File: src/rtl/multi_burst_controller.sv
// rtl/multi_burst_controller.sv - round-robin multi-channel read-burst engine
// Serves NUM_CH requesters with linear or critical-word-first bursts through one fixed-latency memory port.
module multi_burst_controller #(
  parameter int ADDR_WIDTH  = 32,
  parameter int DATA_WIDTH  = 32,
  parameter int BLOCK_SIZE  = 8,
  parameter int NUM_CH      = 2,
  parameter int MEM_LATENCY = 1,
  localparam int LW = $clog2(BLOCK_SIZE) + 1,
  localparam int CW = (NUM_CH > 1) ? $clog2(NUM_CH) : 1
) (
  input  logic                         clk,
  input  logic                         rst,
  input  logic [NUM_CH-1:0]            req_valid,
  output logic [NUM_CH-1:0]            req_ready,
  input  logic [NUM_CH*ADDR_WIDTH-1:0] req_addr,
  input  logic [NUM_CH*LW-1:0]         req_len,
  input  logic [NUM_CH-1:0]            req_wrap,
  output logic                         mem_rd,
  output logic [ADDR_WIDTH-1:0]        mem_addr,
  input  logic [DATA_WIDTH-1:0]        mem_data,
  output logic                         rsp_valid,
  output logic [CW-1:0]                rsp_ch,
  output logic [DATA_WIDTH-1:0]        rsp_data,
  output logic [LW-2:0]                rsp_idx,
  output logic                         rsp_last,
  output logic                         busy
);
  localparam int OB = LW - 1;
  localparam int TW = OB + 2;

  typedef enum logic [1:0] {IDLE, ISSUE, DRAIN} state_t;

  state_t                  state_q, state_d;
  logic [CW-1:0]           prio_q, prio_d;
  logic [CW-1:0]           ch_q, ch_d;
  logic                    wrap_q, wrap_d;
  logic [OB-1:0]           last_q, last_d;
  logic [OB-1:0]           cnt_q, cnt_d;
  logic                    mem_rd_q, mem_rd_d;
  logic [ADDR_WIDTH-1:0]   mem_addr_q, mem_addr_d;
  logic                    rsp_valid_q, rsp_valid_d;
  logic [CW-1:0]           rsp_ch_q, rsp_ch_d;
  logic [DATA_WIDTH-1:0]   rsp_data_q, rsp_data_d;
  logic [OB-1:0]           rsp_idx_q, rsp_idx_d;
  logic                    rsp_last_q, rsp_last_d;

  logic                    grant_ok;
  logic [CW-1:0]           grant_ch;
  int                      cand;
  logic [ADDR_WIDTH-1:0]   sel_addr;
  logic [LW-1:0]           sel_len;
  logic                    sel_wrap;
  logic [ADDR_WIDTH-1:0]   next_addr;
  logic [TW-1:0]           cur_tag, out_tag;
  logic                    unused_addr_lsb;

  // Scan channels starting at the priority pointer; first requester wins.
  always_comb begin
    grant_ok = 1'b0;
    grant_ch = '0;
    cand     = 0;
    for (int k = 0; k < NUM_CH; k++) begin
      cand = int'(prio_q) + k;
      if (cand >= NUM_CH) cand = cand - NUM_CH;
      if (!grant_ok && req_valid[CW'(cand)]) begin
        grant_ok = 1'b1;
        grant_ch = CW'(cand);
      end
    end
  end

  always_comb begin
    sel_addr  = '0;
    sel_len   = '0;
    sel_wrap  = 1'b0;
    req_ready = '0;
    for (int k = 0; k < NUM_CH; k++) begin
      if (grant_ch == CW'(k)) begin
        sel_addr     = req_addr[k*ADDR_WIDTH +: ADDR_WIDTH];
        sel_len      = req_len[k*LW +: LW];
        sel_wrap     = req_wrap[k];
        req_ready[k] = grant_ok && (state_q == IDLE) && !rst;
      end
    end
  end

  assign unused_addr_lsb = ^sel_addr[1:0];

  // Wrapping bursts increment only the block-offset field so the carry never leaves the block.
  assign next_addr = wrap_q ? {mem_addr_q[ADDR_WIDTH-1:OB+2], mem_addr_q[OB+1:2] + OB'(1), 2'b00}
                            : mem_addr_q + ADDR_WIDTH'(4);

  always_comb begin
    state_d    = state_q;
    prio_d     = prio_q;
    ch_d       = ch_q;
    wrap_d     = wrap_q;
    last_d     = last_q;
    cnt_d      = cnt_q;
    mem_rd_d   = 1'b0;
    mem_addr_d = mem_addr_q;
    case (state_q)
      IDLE: begin
        if (grant_ok) begin
          state_d    = ISSUE;
          ch_d       = grant_ch;
          prio_d     = (int'(grant_ch) == NUM_CH - 1) ? '0 : grant_ch + CW'(1);
          wrap_d     = sel_wrap;
          last_d     = (sel_wrap || (sel_len > LW'(BLOCK_SIZE - 1))) ? OB'(BLOCK_SIZE - 1)
                                                                   : sel_len[OB-1:0];
          cnt_d      = '0;
          mem_rd_d   = 1'b1;
          mem_addr_d = {sel_addr[ADDR_WIDTH-1:2], 2'b00};
        end
      end
      ISSUE: begin
        if (cnt_q == last_q) begin
          state_d = DRAIN;
        end else begin
          mem_rd_d   = 1'b1;
          mem_addr_d = next_addr;
          cnt_d      = cnt_q + OB'(1);
        end
      end
      DRAIN: begin
        if (rsp_valid_q && rsp_last_q) state_d = IDLE;
      end
      default: state_d = IDLE;
    endcase
  end

  // Tag = {valid, block offset, last} of the word currently on the memory port.
  assign cur_tag = {mem_rd_q, mem_addr_q[OB+1:2], (state_q == ISSUE) && (cnt_q == last_q)};

  generate
    if (MEM_LATENCY == 0) begin : g_comb_mem
      assign out_tag = cur_tag;
    end else begin : g_tag_pipe
      logic [MEM_LATENCY-1:0][TW-1:0] pipe_q, pipe_d;
      always_comb begin
        pipe_d    = pipe_q;
        pipe_d[0] = cur_tag;
        for (int k = 1; k < MEM_LATENCY; k++) pipe_d[k] = pipe_q[k-1];
      end
      always_ff @(posedge clk or posedge rst) begin
        if (rst) pipe_q <= '0;
        else     pipe_q <= pipe_d;
      end
      assign out_tag = pipe_q[MEM_LATENCY-1];
    end
  endgenerate

  always_comb begin
    rsp_valid_d = out_tag[TW-1];
    rsp_data_d  = out_tag[TW-1] ? mem_data : '0;
    rsp_idx_d   = out_tag[TW-1] ? out_tag[TW-2:1] : '0;
    rsp_last_d  = out_tag[TW-1] & out_tag[0];
    rsp_ch_d    = out_tag[TW-1] ? ch_q : rsp_ch_q;
  end

  always_ff @(posedge clk or posedge rst) begin
    if (rst) begin
      state_q     <= IDLE;
      prio_q      <= '0;
      ch_q        <= '0;
      wrap_q      <= 1'b0;
      last_q      <= '0;
      cnt_q       <= '0;
      mem_rd_q    <= 1'b0;
      mem_addr_q  <= '0;
      rsp_valid_q <= 1'b0;
      rsp_ch_q    <= '0;
      rsp_data_q  <= '0;
      rsp_idx_q   <= '0;
      rsp_last_q  <= 1'b0;
    end else begin
      state_q     <= state_d;
      prio_q      <= prio_d;
      ch_q        <= ch_d;
      wrap_q      <= wrap_d;
      last_q      <= last_d;
      cnt_q       <= cnt_d;
      mem_rd_q    <= mem_rd_d;
      mem_addr_q  <= mem_addr_d;
      rsp_valid_q <= rsp_valid_d;
      rsp_ch_q    <= rsp_ch_d;
      rsp_data_q  <= rsp_data_d;
      rsp_idx_q   <= rsp_idx_d;
      rsp_last_q  <= rsp_last_d;
    end
  end

  assign mem_rd    = mem_rd_q;
  assign mem_addr  = mem_addr_q;
  assign rsp_valid = rsp_valid_q;
  assign rsp_ch    = rsp_ch_q;
  assign rsp_data  = rsp_data_q;
  assign rsp_idx   = rsp_idx_q;
  assign rsp_last  = rsp_last_q;
  assign busy      = (state_q != IDLE);

endmodule

File: config.mk
export PLATFORM = sky130hd
export DESIGN_NAME = multi_burst_controller
export DESIGN_NICKNAME = d
export VERILOG_FILES = /design/src/rtl/multi_burst_controller.sv
export SDC_FILE = /design/constraint.sdc
export NUM_CORES = 1
export LEC_CHECK = 0
export CAP_MARGIN = 25
export CORE_UTILIZATION = 46
export CTS_CLUSTER_SIZE = 14
export DETAILED_ROUTE_END_ITERATION = 8
export GPL_TIMING_DRIVEN = 1
export PLACE_DENSITY = 0.85
export SLEW_MARGIN = 25
export SYNTH_ARGS = -nofsm -noshare
export SYNTH_HDL_FRONTEND = slang
export SYNTH_SLANG_ARGS = --single-unit
export TNS_END_PERCENT = 100
File: constraint.sdc
create_clock -name clk -period 9.7 [get_ports clk]
set_input_delay 2.91 -clock clk [delete_from_list [all_inputs] [get_ports clk]]
set_output_delay 2.91 -clock clk [all_outputs]
set_load 0.005 [all_outputs]
==> reports/metrics.csv, run 1 <==
stage;metric;value;unit
finish;area_growth;47.5;%
drt;avgViaCountPerCell;5.51;
setup_path;path_common_cell;clkdlybuf4s50_1;
finish;final_common_cell;clkdlybuf4s50_1;
power_and_ir_drop;power.total;1.62;mW
min_path;hold_path.class;flip-flop to flip-flop;
drt;drt_pass1_iterations;7;
synth;synth_seq_cells;85;
drt;routed_wirelength;12000;um
finish;n_antenna_cell;0;
setup_path;crit_path_end_kind;output port;
floorplan;start_util;48.0;%
setup_path;critPathTopFamily;buffers and inverters;
setup_path;slowest_stage;clkdlybuf4s50_1;
synth;synthFlopType;dfrtp_1;
drt;antenna_left;0;
setup_path;path_max_fanout;14;
synth;yosysSeqAreaShare;50.3;%
sta;tightest_slew;990;ps
sta;finalWorstSetupSlack;2280;ps
drt;drc;10;
power_and_ir_drop;clock_power_share;15.3;%
setup_path;arrival;4510;ps
setup_path;crit_path_end;req_ready[1];
sta;period_needed;7420;ps
power_and_ir_drop;switching_share;40.2;%
sta;rsz0062_at_grt;no;
setup_path;start_kind;input pin;
sta;hold_violations;0;
drt;via_count;4079;
setup_path;r2r_start;state_q[1]$_DFFE_PP0P_;
setup_path;rr_endpoint;mem_addr[15]$_DFFE_PP0P_;
status;violations;design-rule violations;
cts;cts.repair_timing.setup_buffer_count;0;
synth;yosys_warnings;0;
finish;mostFrequentLayoutCells;clkdlybuf4s50_1, dfrtp_1, nand2_1;
setup_path;criticalPathCategory;input pin to output port;
sta;setup_viol;0;
cts;cts_max_level;3;
finish;fin_util;70.8;%
placement;place_ws;2300;ps
floorplan;die_w;97.9;um
drt;drtIter0Drc;235;
sta;clock_skew;8.82;ps
sta;max_freq;0.135;GHz
setup_path;path_cells;clkdlybuf4s50_1 > nor3b_2 > buf_4 > and3_1 > clkdlybuf4s50_1;
cts;cts_buffers;9;
floorplan;pin_count;184;
cts;ctsHoldBuffers;0;
synth;synth.cell_area;4230;um^2
setup_path;worst-r2r-setup-slack;7360;ps
global_routing;grt_max_degree;86;
synth;avgSynthCellArea;9.09;um^2
setup_path;cpPeakStageDelay;510;ps
finish;nFillCells;658;
cts;clk_pin_slew_worst_paths;90;ps
drt;wl_per_cell;16.2;um
placement;gp_congestion;0.903;
power_and_ir_drop;leakage;2.61;nW
floorplan;die_h;97.9;um
placement;place_hpwl;8570;um
power_and_ir_drop;p_sw;0.651;mW
sta;finalMaxSlewViolations;0;
synth;async_flop_share;100;%
finish;drive_gt1_share;5.70;%
setup_path;path_buf_inv;3;
power_and_ir_drop;power_frac_seq;37.9;%
power_and_ir_drop;internal-power;0.969;mW
cts;max-clock-path-buffers;2;
cts;cts-resized-gates;0;
job;drv_cap;0;
power_and_ir_drop;p_comb_share;46.8;%
cts;cts_root_buffer;clkbuf_8;
setup_path;r2r_cells;7;
floorplan;die_area;9580;um^2
sta;fin_crit_sh;76.5;%
power_and_ir_drop;vdd_ir_drop_max;0.154;mV
synth;synth_edf_count;0;
cts;cts_tree;yes;
setup_path;crit_required;6790;ps
finish;nets;739;
global_routing;grt_remaining_overflow;0;
cts;cts.sinks;85;
floorplan;rows;34;
sta;final.setup.tns;0;ps
global_routing;antenna_found_initial;0;
cts;clk_latency;350;ps
global_routing;grt_usage;25.7;%
global_routing;grt_pass1_wl;19600;um
sta;fin_worst_hold_slack;414;ps
sta;slew_headroom;34.0;%
power_and_ir_drop;power_density;260;nW/um^2
status;outcome;finished, violations left;
placement;portBuffers;176;
synth;yosysUniqueCellTypes;47;
setup_path;setup.worst_path.start;req_valid[0];
global_routing;grt_pass1_vias;3972;
synth;synth_cells;465;
floorplan;core_area;8810;um^2
setup_path;crit_cells;5;
-- Yosys cell counts, drive strengths merged (2+ instances only) --
library cell / instances / area (um^2)
o32a: 3 / 30.0
buf: 16 / 93.8
and3: 6 / 37.5
ha: 2 / 25.0
a21oi: 40 / 208
xnor2: 3 / 26.3
nor3: 9 / 50.1
a31oi: 17 / 106
clkbuf: 16 / 60.1
nand3: 9 / 55.1
o22ai: 6 / 37.5
xor2: 2 / 17.5
o2bb2ai: 2 / 17.5
mux2i: 7 / 70.1
nor2: 39 / 146
nor4: 8 / 71.3
and2: 39 / 244
a22o: 3 / 26.3
inv: 7 / 26.3
o21ai: 43 / 215
nand2b: 2 / 12.5
a41oi: 6 / 52.6
a221oi: 3 / 26.3
dfrtp: 85 / 2130
nand2: 72 / 270
nand4: 8 / 65.1
-- through the flow --
step	std cells	instance area [um^2]
3_5_place_dp	724	6020
6_report	740	6240
4_1_cts	740	6220
3_3_place_gp	724	6020
2_1_floorplan	466	4230
5_1_grt	740	6240
-- layout make-up --
cell class | instances | area, um^2 | share of cell area, %
clock inverters | 6 | 60.1 | 0.963
flip-flops and latches | 85 | 2130 | 34.1
repair buffers | 182 | 1810 | 29.0
inverters | 7 | 27.5 | 0.441
well taps | 108 | 135 | 2.17
multi-input cells | 342 | 1940 | 31.1
clock buffers | 10 | 138 | 2.21
-- power by group through the flow --
stage          clock, mW  sequential [mW]  combinational, mW
2_1_floorplan          0            0.582              0.433
3_3_place_gp           0            0.610              0.723
3_5_place_dp           0            0.620              0.753
4_1_cts            0.256            0.613              0.759
5_1_grt            0.272            0.635              0.836
6_report           0.248            0.614              0.758
-- per-layer routing --
metal,wire [um],track usage (%),share of wire [%]
met1,4990,34.2,42
met2,5980,43.0,50
met3,713,2.93,6.0
met4,295,10.4,2.5
met5,0,0,0
-- logic make-up after synthesis --
| logic type | Yosys count | synth area share, % |
|---|---|---|
| compound gates | 128 | 18.3 |
| xor+xnor | 5 | 1.04 |
| fa+ha+maj | 2 | 0.592 |
| buf+inv | 39 | 4.26 |
| flops | 85 | 50.3 |
| mux | 8 | 1.92 |
| other cells | 1 | 0.0887 |
| simple gates | 197 | 23.5 |
-- how the worst min path moves through the flow --
stage	startpoint	endpoint	slack, ps	cells past startpoint
2_1_floorplan	g_tag_pipe.pipe_q[4]$_DFF_PP0_	rsp_valid$_DFF_PP0_	350	0
3_3_place_gp	mem_rd$_DFF_PP0_	g_tag_pipe.pipe_q[4]$_DFF_PP0_	360	0
3_5_place_dp	mem_rd$_DFF_PP0_	g_tag_pipe.pipe_q[4]$_DFF_PP0_	380	0
4_1_cts	mem_rd$_DFF_PP0_	g_tag_pipe.pipe_q[4]$_DFF_PP0_	410	0
5_1_grt	mem_rd$_DFF_PP0_	g_tag_pipe.pipe_q[4]$_DFF_PP0_	440	0
6_report	mem_rd$_DFF_PP0_	g_tag_pipe.pipe_q[4]$_DFF_PP0_	410	0
-- registers in the layout (all words and copies together), names as in the netlist --
| name | flops |
|---|---|
| rsp_data | 32 |
| mem_addr | 30 |
| g_tag_pipe.pipe_q | 5 |
| cnt_q | 3 |
| last_q | 3 |
| rsp_idx | 3 |
| state_q | 2 |
| ch_q | 1 |
| mem_rd | 1 |
| prio_q | 1 |
| rsp_ch | 1 |
| rsp_last | 1 |
| rsp_valid | 1 |
| wrap_q | 1 |
Note: power is estimated with default switching activity, not from simulation.
==> inputs of run 2 (changes only) <==
Settings changed: CORE_UTILIZATION 46 to 43, PLACE_DENSITY 0.85 to 0.81.
Clock period 9.7 ns to 7.7 ns, I/O delays scaled along.
==> run 2 against run 1 <==
Effect of this change:
- combinational power up 27%
- die area up 6.8%
- clock skew up 0.50 ps
- sequential share of layout area down 0.39 points
- setup slack worse by 640 ps
- sequential cell count unchanged
- final area up 1.1%
- the flow now finishes without violations
- largest power group unchanged
==> reports/metrics.csv, run 2 (synthesized netlist as in run 1, its figures left out) <==
stage;metric;value;unit;change
finish;drive_gt1_share;5.85;%;+0.15 points
finish;nets;740;;+0.14%
sta;slew_headroom;48.2;%;+14 points
sta;finalWorstSetupSlack;1630;ps;-644 ps
drt;drtIter0Drc;288;;+23%
drt;avgViaCountPerCell;5.43;;-1.4%
cts;cts_tree;yes;;
global_routing;grt_pass1_vias;4106;;+3.4%
cts;clk_pin_slew_worst_paths;90;ps;about the same
sta;tightest_slew;777;ps;-213 ps
sta;clock_skew;9.32;ps;+0.502 ps
setup_path;slowest_stage;clkdlybuf4s50_1;;
sta;final.setup.tns;0;ps;unchanged
setup_path;crit_required;5390;ps;-1400 ps
placement;dpl-instance-area;6050;um^2;+0.48%
sta;finalMaxSlewViolations;0;;unchanged
floorplan;die_w;101;um;+3.4%
floorplan;die_h;101;um;+3.4%
finish;largest_register_ffs;32;;unchanged
floorplan;start_util;45.1;%;-2.9 points
power_and_ir_drop;power_density;332;nW/um^2;+28%
finish;mostFrequentLayoutCells;clkdlybuf4s50_1, dfrtp_1, nand2_1;;
placement;gp_congestion;0.841;;-6.9%
power_and_ir_drop;leakage;2.63;nW;+0.64%
sta;rsz0062_at_grt;no;;
setup_path;criticalPathCategory;input pin to output port;;
setup_path;path_cells;clkdlybuf4s50_1 > nand2_1 > nor3_1 > clkdlybuf4s50_1;;
setup_path;crit_path_end_kind;output port;;
floorplan;core_area;9370;um^2;+6.4%
finish;design_area;6310;um^2;+1.1%
global_routing;grt_pass1_wl;20100;um;+2.5%
floorplan;die_area;10200;um^2;+6.8%
job;drv_cap;0;;unchanged
setup_path;cpPeakStageDelay;520;ps;about the same
cts;cts_buffers;9;;unchanged
sta;period_needed;6070;ps;
setup_path;path_common_cell;clkdlybuf4s50_1;;
sta;setup_viol;0;;unchanged
drt;drt_pass1_iterations;5;;-2
global_routing;grt_remaining_overflow;0;;unchanged
global_routing;grt_max_degree;86;;unchanged
global_routing;grt_usage;25.5;%;-0.21 points
cts;cts_max_level;3;;unchanged
finish;final_common_cell;clkdlybuf4s50_1;;
power_and_ir_drop;power.total;2.09;mW;+29%
cts;cts_root_buffer;clkbuf_8;;
cts;ctsHoldBuffers;0;;unchanged
finish;n_antenna_cell;0;;unchanged
drt;drc;0;;-10
cts;max-clock-path-buffers;2;;unchanged
placement;place_ws;1620;ps;-677 ps
drt;routed_wirelength;12500;um;+4.1%
sta;hold_violations;0;;unchanged
status;outcome;finished, final reports clean;;
cts;cts.repair_timing.setup_buffer_count;0;;unchanged
drt;via_count;4141;;+1.5%
placement;place_hpwl;8950;um;+4.5%
cts;cts-resized-gates;0;;unchanged
sta;max_freq;0.165;GHz;
drt;wl_per_cell;16.4;um;+1.1%
setup_path;arrival;3760;ps;-750 ps
drt;antenna_left;0;;unchanged
cts;clk_latency;360;ps;about the same
floorplan;pin_count;184;;unchanged
sta;fin_crit_sh;78.8;%;
setup_path;path_max_fanout;8;;-6
global_routing;antenna_found_initial;0;;unchanged
min_path;hold_path.class;flip-flop to flip-flop;;
power_and_ir_drop;vdd_ir_drop_max;0.224;mV;+46%
cts;cts.sinks;85;;unchanged
setup_path;start_kind;input pin;;
finish;area_growth;49.2;%;
placement;portBuffers;176;;unchanged
floorplan;rows;35;;+2.9%
-- run 2: changes by cell type in the layout (fill, tap and decap cells not counted) --
| cell | delta |
|---|---|
| bufinv_16 | +2 |
| inv_8 | -2 |
| and2b_1 | -1 |
| and2b_2 | +1 |
| buf_8 | +1 |
| clkbuf_8 | -1 |
| clkinv_4 | +1 |
| clkinvlp_4 | +1 |
| inv_6 | -1 |
| nor2_1 | +1 |
| nor2_2 | -1 |
-- run 2: final timing paths --
path                                                   to              startpoint  slack [ps]  cells past startpoint
setup / recovery                             req_ready[0]            req_valid[0]        1630                      4
hold / removal             g_tag_pipe.pipe_q[4]$_DFF_PP0_        mem_rd$_DFF_PP0_         400                      0
setup reg to reg                 mem_addr[15]$_DFFE_PP0P_  state_q[1]$_DFFE_PP0P_        5240                      6
hold reg to reg            g_tag_pipe.pipe_q[4]$_DFF_PP0_        mem_rd$_DFF_PP0_         400                      0
max in group asynchronous        mem_addr[22]$_DFFE_PP0P_                     rst        4670                      3
min in group asynchronous           last_q[0]$_DFFE_PP0P_                     rst        2520                      3
-- run 2: critical path: cells and delay by family --
kind          cells  cell delay [ps]
buf+inv           2             1030
simple gates      2              410
-- run 2: stage by stage --
stage	hold slack [ps]	utilization (%)	std cells
floorplan	352	-	466
global placement	377	64.5	744
detailed placement	385	64.6	744
CTS	406	67.0	760
global route	423	67.3	762
finish	401	67.3	762
-- run 2: where the power goes --
part	leakage (nW)	switching (mW)	total (mW)	internal [mW]
sequential	1.06	0.168	0.773	0.605
combinational	1.46	0.478	0.960	0.482
clock	0.112	0.173	0.361	0.188
-- run 2: cell type report --
class / instances / area (um^2)
Multi-Input combinational cell: 342 / 1940
Timing Repair Buffer: 183 / 1830
Clock buffer: 9 / 124
Tap cell: 129 / 161
Sequential cell: 85 / 2130
Fill cell: 787 / 3060
Inverter: 7 / 27.5
Clock inverter: 7 / 105
-- run 2: layer usage --
metal	track usage (%)	up-vias	share of wire, %
met5	0	-	0
met4	8.14	0	1.6
met3	4.90	17	7.2
met2	43.7	189	49
met1	32.6	1977	43
li1	-	1958	-
==> inputs of run 3 (changes only) <==
Clock period 7.7 ns to 6 ns, I/O delays scaled along.
==> run 3 against run 2 <==
Effect of this change:
- highest routed layer unchanged
- clock power is 29% higher
- sequential cell count stayed put
- critical path type unchanged
- via count is 0.89% higher
==> reports/metrics.csv, run 3 (synthesized netlist as in run 1, its figures left out) <==
stage;metric;value;unit;change
drt;drtIter0Drc;255;;-11%
placement;dpl-instance-area;6050;um^2;unchanged
setup_path;criticalPathCategory;input pin to output port;;
finish;largest_register_ffs;32;;unchanged
cts;cts-resized-gates;0;;unchanged
power_and_ir_drop;vdd_ir_drop_max;0.319;mV;+43%
setup_path;path_cells;clkdlybuf4s50_1 > nand2_1 > nor3_1 > clkdlybuf4s50_1;;
drt;avgViaCountPerCell;5.50;;+1.2%
finish;nets;738;;-0.27%
setup_path;start_kind;input pin;;
cts;cts.repair_timing.setup_buffer_count;0;;unchanged
floorplan;die_area;10200;um^2;unchanged
finish;final_common_cell;clkdlybuf4s50_1;;
power_and_ir_drop;leakage;2.62;nW;-0.47%
finish;mostFrequentLayoutCells;clkdlybuf4s50_1, dfrtp_1, nand2_1;;
drt;antenna_left;0;;unchanged
setup_path;arrival;3280;ps;-480 ps
cts;ctsHoldBuffers;0;;unchanged
sta;period_needed;5080;ps;
setup_path;slowest_stage;clkdlybuf4s50_1;;
finish;multi_input_area;1940;um^2;+0.13%
sta;setup_viol;0;;unchanged
floorplan;start_util;45.1;%;unchanged
setup_path;cpPeakStageDelay;520;ps;about the same
floorplan;rows;35;;unchanged
sta;final.setup.tns;0;ps;unchanged
sta;tightest_slew;1010;ps;+233 ps
cts;cts_root_buffer;clkbuf_8;;
sta;slew_headroom;32.7;%;-16 points
setup_path;crit_required;4200;ps;-1190 ps
job;drv_cap;0;;unchanged
cts;max-clock-path-buffers;2;;unchanged
finish;fin_util;67.1;%;-0.21 points
floorplan;core_area;9370;um^2;unchanged
drt;drc;0;;unchanged
sta;hold_violations;0;;unchanged
global_routing;grt_remaining_overflow;0;;unchanged
sta;finalMaxSlewViolations;0;;unchanged
placement;portBuffers;176;;unchanged
sta;fin_crit_sh;84.6;%;
power_and_ir_drop;power_density;425;nW/um^2;+28%
drt;via_count;4178;;+0.89%
placement;place_hpwl;8860;um;-0.98%
global_routing;grt_pass1_vias;4038;;-1.7%
drt;drt_pass1_iterations;4;;-1
cts;cts_tree;yes;;
cts;clk_latency;360;ps;about the same
cts;cts_buffers;9;;unchanged
drt;wl_per_cell;16.1;um;-1.6%
floorplan;pin_count;184;;unchanged
global_routing;grt_pass1_wl;19700;um;-2.1%
status;outcome;finished, final reports clean;;
finish;n_antenna_cell;0;;unchanged
sta;rsz0062_at_grt;no;;
global_routing;grt_max_degree;86;;unchanged
global_routing;grt_usage;24.8;%;-0.75 points
sta;clock_skew;10.8;ps;+1.46 ps
finish;nFillCells;745;;-5.3%
cts;cts.sinks;85;;unchanged
setup_path;path_max_fanout;8;;unchanged
finish;design_area;6290;um^2;-0.32%
floorplan;die_w;101;um;unchanged
drt;routed_wirelength;12200;um;-1.9%
finish;area_growth;48.7;%;
finish;drive_gt1_share;5.71;%;-0.14 points
global_routing;antenna_found_initial;0;;unchanged
cts;cts_max_level;3;;unchanged
placement;gp_congestion;0.840;;about the same
setup_path;path_common_cell;clkdlybuf4s50_1;;
setup_path;crit_path_end_kind;output port;;
min_path;hold_path.class;flip-flop to flip-flop;;
cts;clk_pin_slew_worst_paths;90;ps;about the same
floorplan;die_h;101;um;unchanged
finish;regArea;2130;um^2;unchanged
sta;max_freq;0.197;GHz;
[run 3: cell types whose count changed in the layout (fill, tap and decap cells not counted)]
cell,before,now
buf_4,5,4
nor2_1,39,38
buf_8,1,0
nor2_2,0,1
[run 3: path summary, 6_finish.rpt]
path	from	end	slack, ps	cells past startpoint
setup / recovery	req_valid[0]	req_ready[0]	920	4
hold / removal	mem_rd$_DFF_PP0_	g_tag_pipe.pipe_q[4]$_DFF_PP0_	400	0
setup reg to reg	state_q[1]$_DFFE_PP0P_	mem_addr[15]$_DFFE_PP0P_	3540	6
hold reg to reg	mem_rd$_DFF_PP0_	g_tag_pipe.pipe_q[4]$_DFF_PP0_	400	0
max in group asynchronous	rst	rsp_data[12]$_DFF_PP0_	3500	3
min in group asynchronous	rst	last_q[1]$_DFFE_PP0P_	1990	3
[run 3: final cells by class]
cell class              instances  share of cell area (%)
flip-flops and latches         85                    33.8
multi-input cells             342                    30.9
inverters                       7                   0.438
repair buffers                181                    28.7
clock inverters                 7                    1.67
well taps                     129                    2.57
clock buffers                   9                    1.97
[run 3: through the flow]
stage,hold slack (ps),std cells,setup slack (ps),total power [mW]
6_report,397,760,923,2.67
4_1_cts,406,760,919,2.68
5_1_grt,421,760,840,2.86
3_3_place_gp,377,744,965,2.16
3_5_place_dp,385,744,924,2.21
2_1_floorplan,352,466,239,1.64
[run 3: metal layers]
metal | up-vias | part of all wire (%) | wire (um) | global-route usage, %
met1 | 2008 | 43 | 5290 | 32.3
met3 | 19 | 6.8 | 834 | 4.14
met5 | - | 0 | 0 | 0
li1 | 1947 | - | - | -
met4 | 0 | 1.8 | 223 | 9.36
met2 | 204 | 48 | 5890 | 41.5
[run 3: critical path: cells and delay by family]
| kind | cells | cell delay [ps] |
|---|---|---|
| simple gates | 2 | 440 |
| buf+inv | 2 | 1040 |
[run 3: report_power, final]
group	internal (mW)	total, mW	switching, mW
Sequential	0.776	0.992	0.216
Clock	0.241	0.465	0.224
Combinational	0.610	1.22	0.605
Total	1.63	2.67	1.05
==> RTL change 1, RTL diff (flow settings as in run 1) <==
`ADDR_WIDTH`: 32 -> 64.
--- a/src/rtl/multi_burst_controller.sv
+++ b/src/rtl/multi_burst_controller.sv
@@ -2,5 +2,5 @@
 // Serves NUM_CH requesters with linear or critical-word-first bursts through one fixed-latency memory port.
 module multi_burst_controller #(
-  parameter int ADDR_WIDTH  = 32,
+  parameter int ADDR_WIDTH  = 64,
   parameter int DATA_WIDTH  = 32,
   parameter int BLOCK_SIZE  = 8,
Interface: changed (resized mem_addr and req_addr); port bits go from 184 to 280. No check against the original RTL was run, so the function may have changed too.
==> RTL change 1 against run 1 <==
Synthesized cell count is 84% higher. Register-to-register slack worse by 0.95 ns. Worst setup slack improved by 0.31 ns. Final area rose by 68%. Sequential cell count rose by 32. Critical path depth shrank 1. Power up 80%. Routed wire length is 130% higher. Synthesized area up 68%. Critical path type unchanged.
==> RTL change 1: results (changes against run 1) <==
Worst Path Max Fanout=4 (was 14); met2 wire length=12600 um (was 5980 um); Clock power frac=21.7% (was 15.3%); WL met3=3050 um (was 713 um); run status=finished, final reports clean (was finished with violations); vias in the first global route=7440 (was 3972); worst vdd ir=0.176 mV (was 0.154 mV); first-pass GRT wire length=41800 um (was 19600 um); PnR worst setup slack=2.58 ns (was 2.28 ns); max reg flops=62 (was 32); Compound-Gate Fraction of Synth Area=17.3% (was 18.3%); placer congestion estimate=1.00 (was 0.903); Worst Path Arrival=4.21 ns (was 4.51 ns); layout cells sized above 1=5.23% (was 5.70%); Hold WS=0.375 ns (was 0.414 ns); top post-synthesis cells by area=dfrtp_1 (41%), nand2_1 (6.6%), a21oi_1 (4.9%), mux2i_1 (4.8%), and2_1 (3.6%) (was dfrtp_1 (50%), nand2_1 (6.4%), and2_1 (5.8%), a21oi_1 (4.5%), o21ai_0 (4.1%)); DRT met1 WL=10700 um (was 4990 um); PwrDens=278 nW/um^2 (was 260 nW/um^2); Slowest Stage Delay on Critical Path=0.53 ns (was 0.51 ns); Pint=0.00169 W (was 0.000969 W); register area share after synthesis=41.1% (was 50.3%); synth unique cells=60 (was 47); HPWL Detailed=19500 um (was 8570 um); M3 GR Usage=7.59% (was 2.93%); Rel. slew slack=29.6% (was 34.0%); synth cell count leaders=nand2_1 (126), dfrtp_1 (117), a21oi_1 (69) (was dfrtp_1 (85), nand2_1 (72), and2_1 (39), nor2_1 (39), a21oi_1 (38)); drt total wl=27300 um (was 12000 um); total track usage=34.1% (was 25.7%); Die W=126 um (was 97.9 um); drt pass-1 iters=8 (was 7); met1 Usage GRT=44.6% (was 34.2%); Max Clock Skew=0.00762 ns (was 0.00882 ns); CTS buffer count=17 (was 9); Lkg Pwr=4.15 nW (was 2.61 nW); Seq pwr share=33.0% (was 37.9%); root buffer cell=clkbuf_16 (was clkbuf_8)
RTL change 1: final cells by class:
class,count,area [um^2],share of cell area [%]
Tap cell,188,235,2.24
Inverter,9,36.3,0.345
Timing Repair Buffer,280,2780,26.5
Clock inverter,15,168,1.60
Sequential cell,117,2930,27.9
Multi-Input combinational cell,671,3930,37.4
Clock buffer,17,425,4.05
RTL change 1: worst paths after layout:
kind / start / to / depth (start not counted)
max in group asynchronous: rst / mem_addr[45] / 3
worst min-delay path: mem_rd / g_tag_pipe.pipe_q[4] / 0
worst max register to register: mem_addr[19] / mem_addr[47] / 5
min in group asynchronous: rst / rsp_ch / 2
worst min register to register: mem_rd / g_tag_pipe.pipe_q[4] / 0
worst max-delay path: req_valid[0] / req_ready[1] / 4
RTL change 1: worst reg2reg max path: cells and delay by family (launching register included):
| family | cells | cell delay, ns |
|---|---|---|
| simple gates | 3 | 1.99 |
| compound gates | 2 | 0.69 |
| flops | 1 | 0.49 |
==> RTL change 2, RTL diff (settings of run 1) <==
Without the edit above. Encoding of `state_t`: now one-hot (3 bits for 3 states).
--- a/src/rtl/multi_burst_controller.sv
+++ b/src/rtl/multi_burst_controller.sv
@@ -30,5 +30,5 @@
   localparam int TW = OB + 2;
 
-  typedef enum logic [1:0] {IDLE, ISSUE, DRAIN} state_t;
+  typedef enum logic [2:0] {IDLE = 3'b001, ISSUE = 3'b010, DRAIN = 3'b100} state_t;
 
   state_t                  state_q, state_d;
Check against the original RTL: same outputs for any inputs over 4 cycles, from zero or initial values and one cycle with rst high; so few cycles prove little.
==> RTL change 2 against run 1 <==
Global-route usage increased by 0.38 points. Sequential cell count increased by 1. Final area increased by 2.3%. Sequential power increased by 5.9%. Power decreased by 3.8%. Clock power decreased by 8.5%. Non-clock buffer count unchanged. Highest routed layer unchanged. Critical path depth decreased by 1. Synthesized area increased by 3.6%. Worst setup slack improved by 0.25 ns. Routed wire length increased by 7.4%.
==> RTL change 2: results (changes against run 1) <==
Slowest Stage Delay on Critical Path=0.54 ns (was 0.51 ns); Sequential Area=2150 um^2 (was 2130 um^2); Mapped Avg Cell Area=9.22 um^2 (was 9.09 um^2); switch share=38.4% (was 40.2%); WHS Endpoint=g_tag_pipe.pipe_q[4] (unchanged); FILL cells=725 (was 658); worst reg2reg path depth=6 (was 7); initial DRC count=199 (was 235); crit path capture=req_ready[0] (was req_ready[1]); Max Clock Skew=0.00992 ns (was 0.00882 ns); top post-synthesis cells by area=dfrtp_1 (49%), nand2_1 (6.8%), and2_1 (5.6%), a21oi_1 (5.1%), nand3_1 (3.1%) (was dfrtp_1 (50%), nand2_1 (6.4%), and2_1 (5.8%), a21oi_1 (4.5%), o21ai_0 (4.1%)); Post-Place Cells=755 (was 724); drt total wl=12900 um (was 12000 um); H-tree depth=3 (unchanged); run status=finished, final reports clean (was finished with violations); Clock power frac=14.5% (was 15.3%); Logic pwr share=43.8% (was 46.8%); vias=4247 (was 4079); HPWL Detailed=9340 um (was 8570 um); Worst Path Arrival=4.27 ns (was 4.51 ns); worst vdd ir=0.106 mV (was 0.154 mV); clock buffer depth=2 (unchanged); Nets=749 (was 739); Hold WS=0.390 ns (was 0.414 ns); Lkg Pwr=2.65 nW (was 2.61 nW); total track usage=26.1% (was 25.7%); PnR worst setup slack=2.52 ns (was 2.28 ns); Worst Path Max Fanout=4 (was 14); reg-to-reg setup timing slack=7.08 ns (was 7.36 ns); Logic power comb=0.000683 W (was 0.000758 W); register area share after synthesis=49.1% (was 50.3%); synth unique cells=60 (was 47); drt pass-1 iters=4 (was 7); Rel. slew slack=38.7% (was 34.0%); largest net degree at the start of global routing=47 (was 86); vias in the first global route=4046 (was 3972); layout cells sized above 1=6.85% (was 5.70%); clk slew on worst S/H paths=0.08 ns; first-pass GRT wire length=20300 um (was 19600 um); Crit Reg-Reg Endpoint=mem_addr[12] (was mem_addr[15]); worst-skew pair later-pin latency=0.35 ns (about the same); placer congestion estimate=0.911 (was 0.903); DP Area=6200 um^2 (was 6020 um^2); fin cells=771 (was 740)
-- RTL change 2: area by class of cell --
type | instances | share of cell area, %
multi-input cells | 350 | 31.9
clock buffers | 10 | 2.00
repair buffers | 182 | 28.6
clock inverters | 6 | 0.706
well taps | 129 | 2.53
inverters | 8 | 0.490
flip-flops and latches | 86 | 33.7
-- RTL change 2: cells by family after synthesis --
logic type	after synthesis	synth area share [%]
other cells	1	0.0856
mux	10	2.34
simple gates	227	27.4
compound gates	104	14.8
buf+inv	40	4.63
flops	86	49.1
xor+xnor	5	0.999
fa+ha+maj	2	0.571
-- RTL change 2: per-layer routing --
layer	routed length (um)	track usage [%]	vias to the layer above
li1	-	-	1992
met3	1060	6.18	12
met1	5410	33.1	2023
met5	0	0	-
met4	144	8.37	0
met2	6250	44.0	220
-- RTL change 2: worst reg2reg max path: stages, from the launching register on --
cell and delay (ns):
dfrtp_1 0.45, nor4b_4 0.83, o31ai_1 0.19, buf_4 0.24
nand2_1 0.29, o21ai_0 0.15, a221o_1 0.36
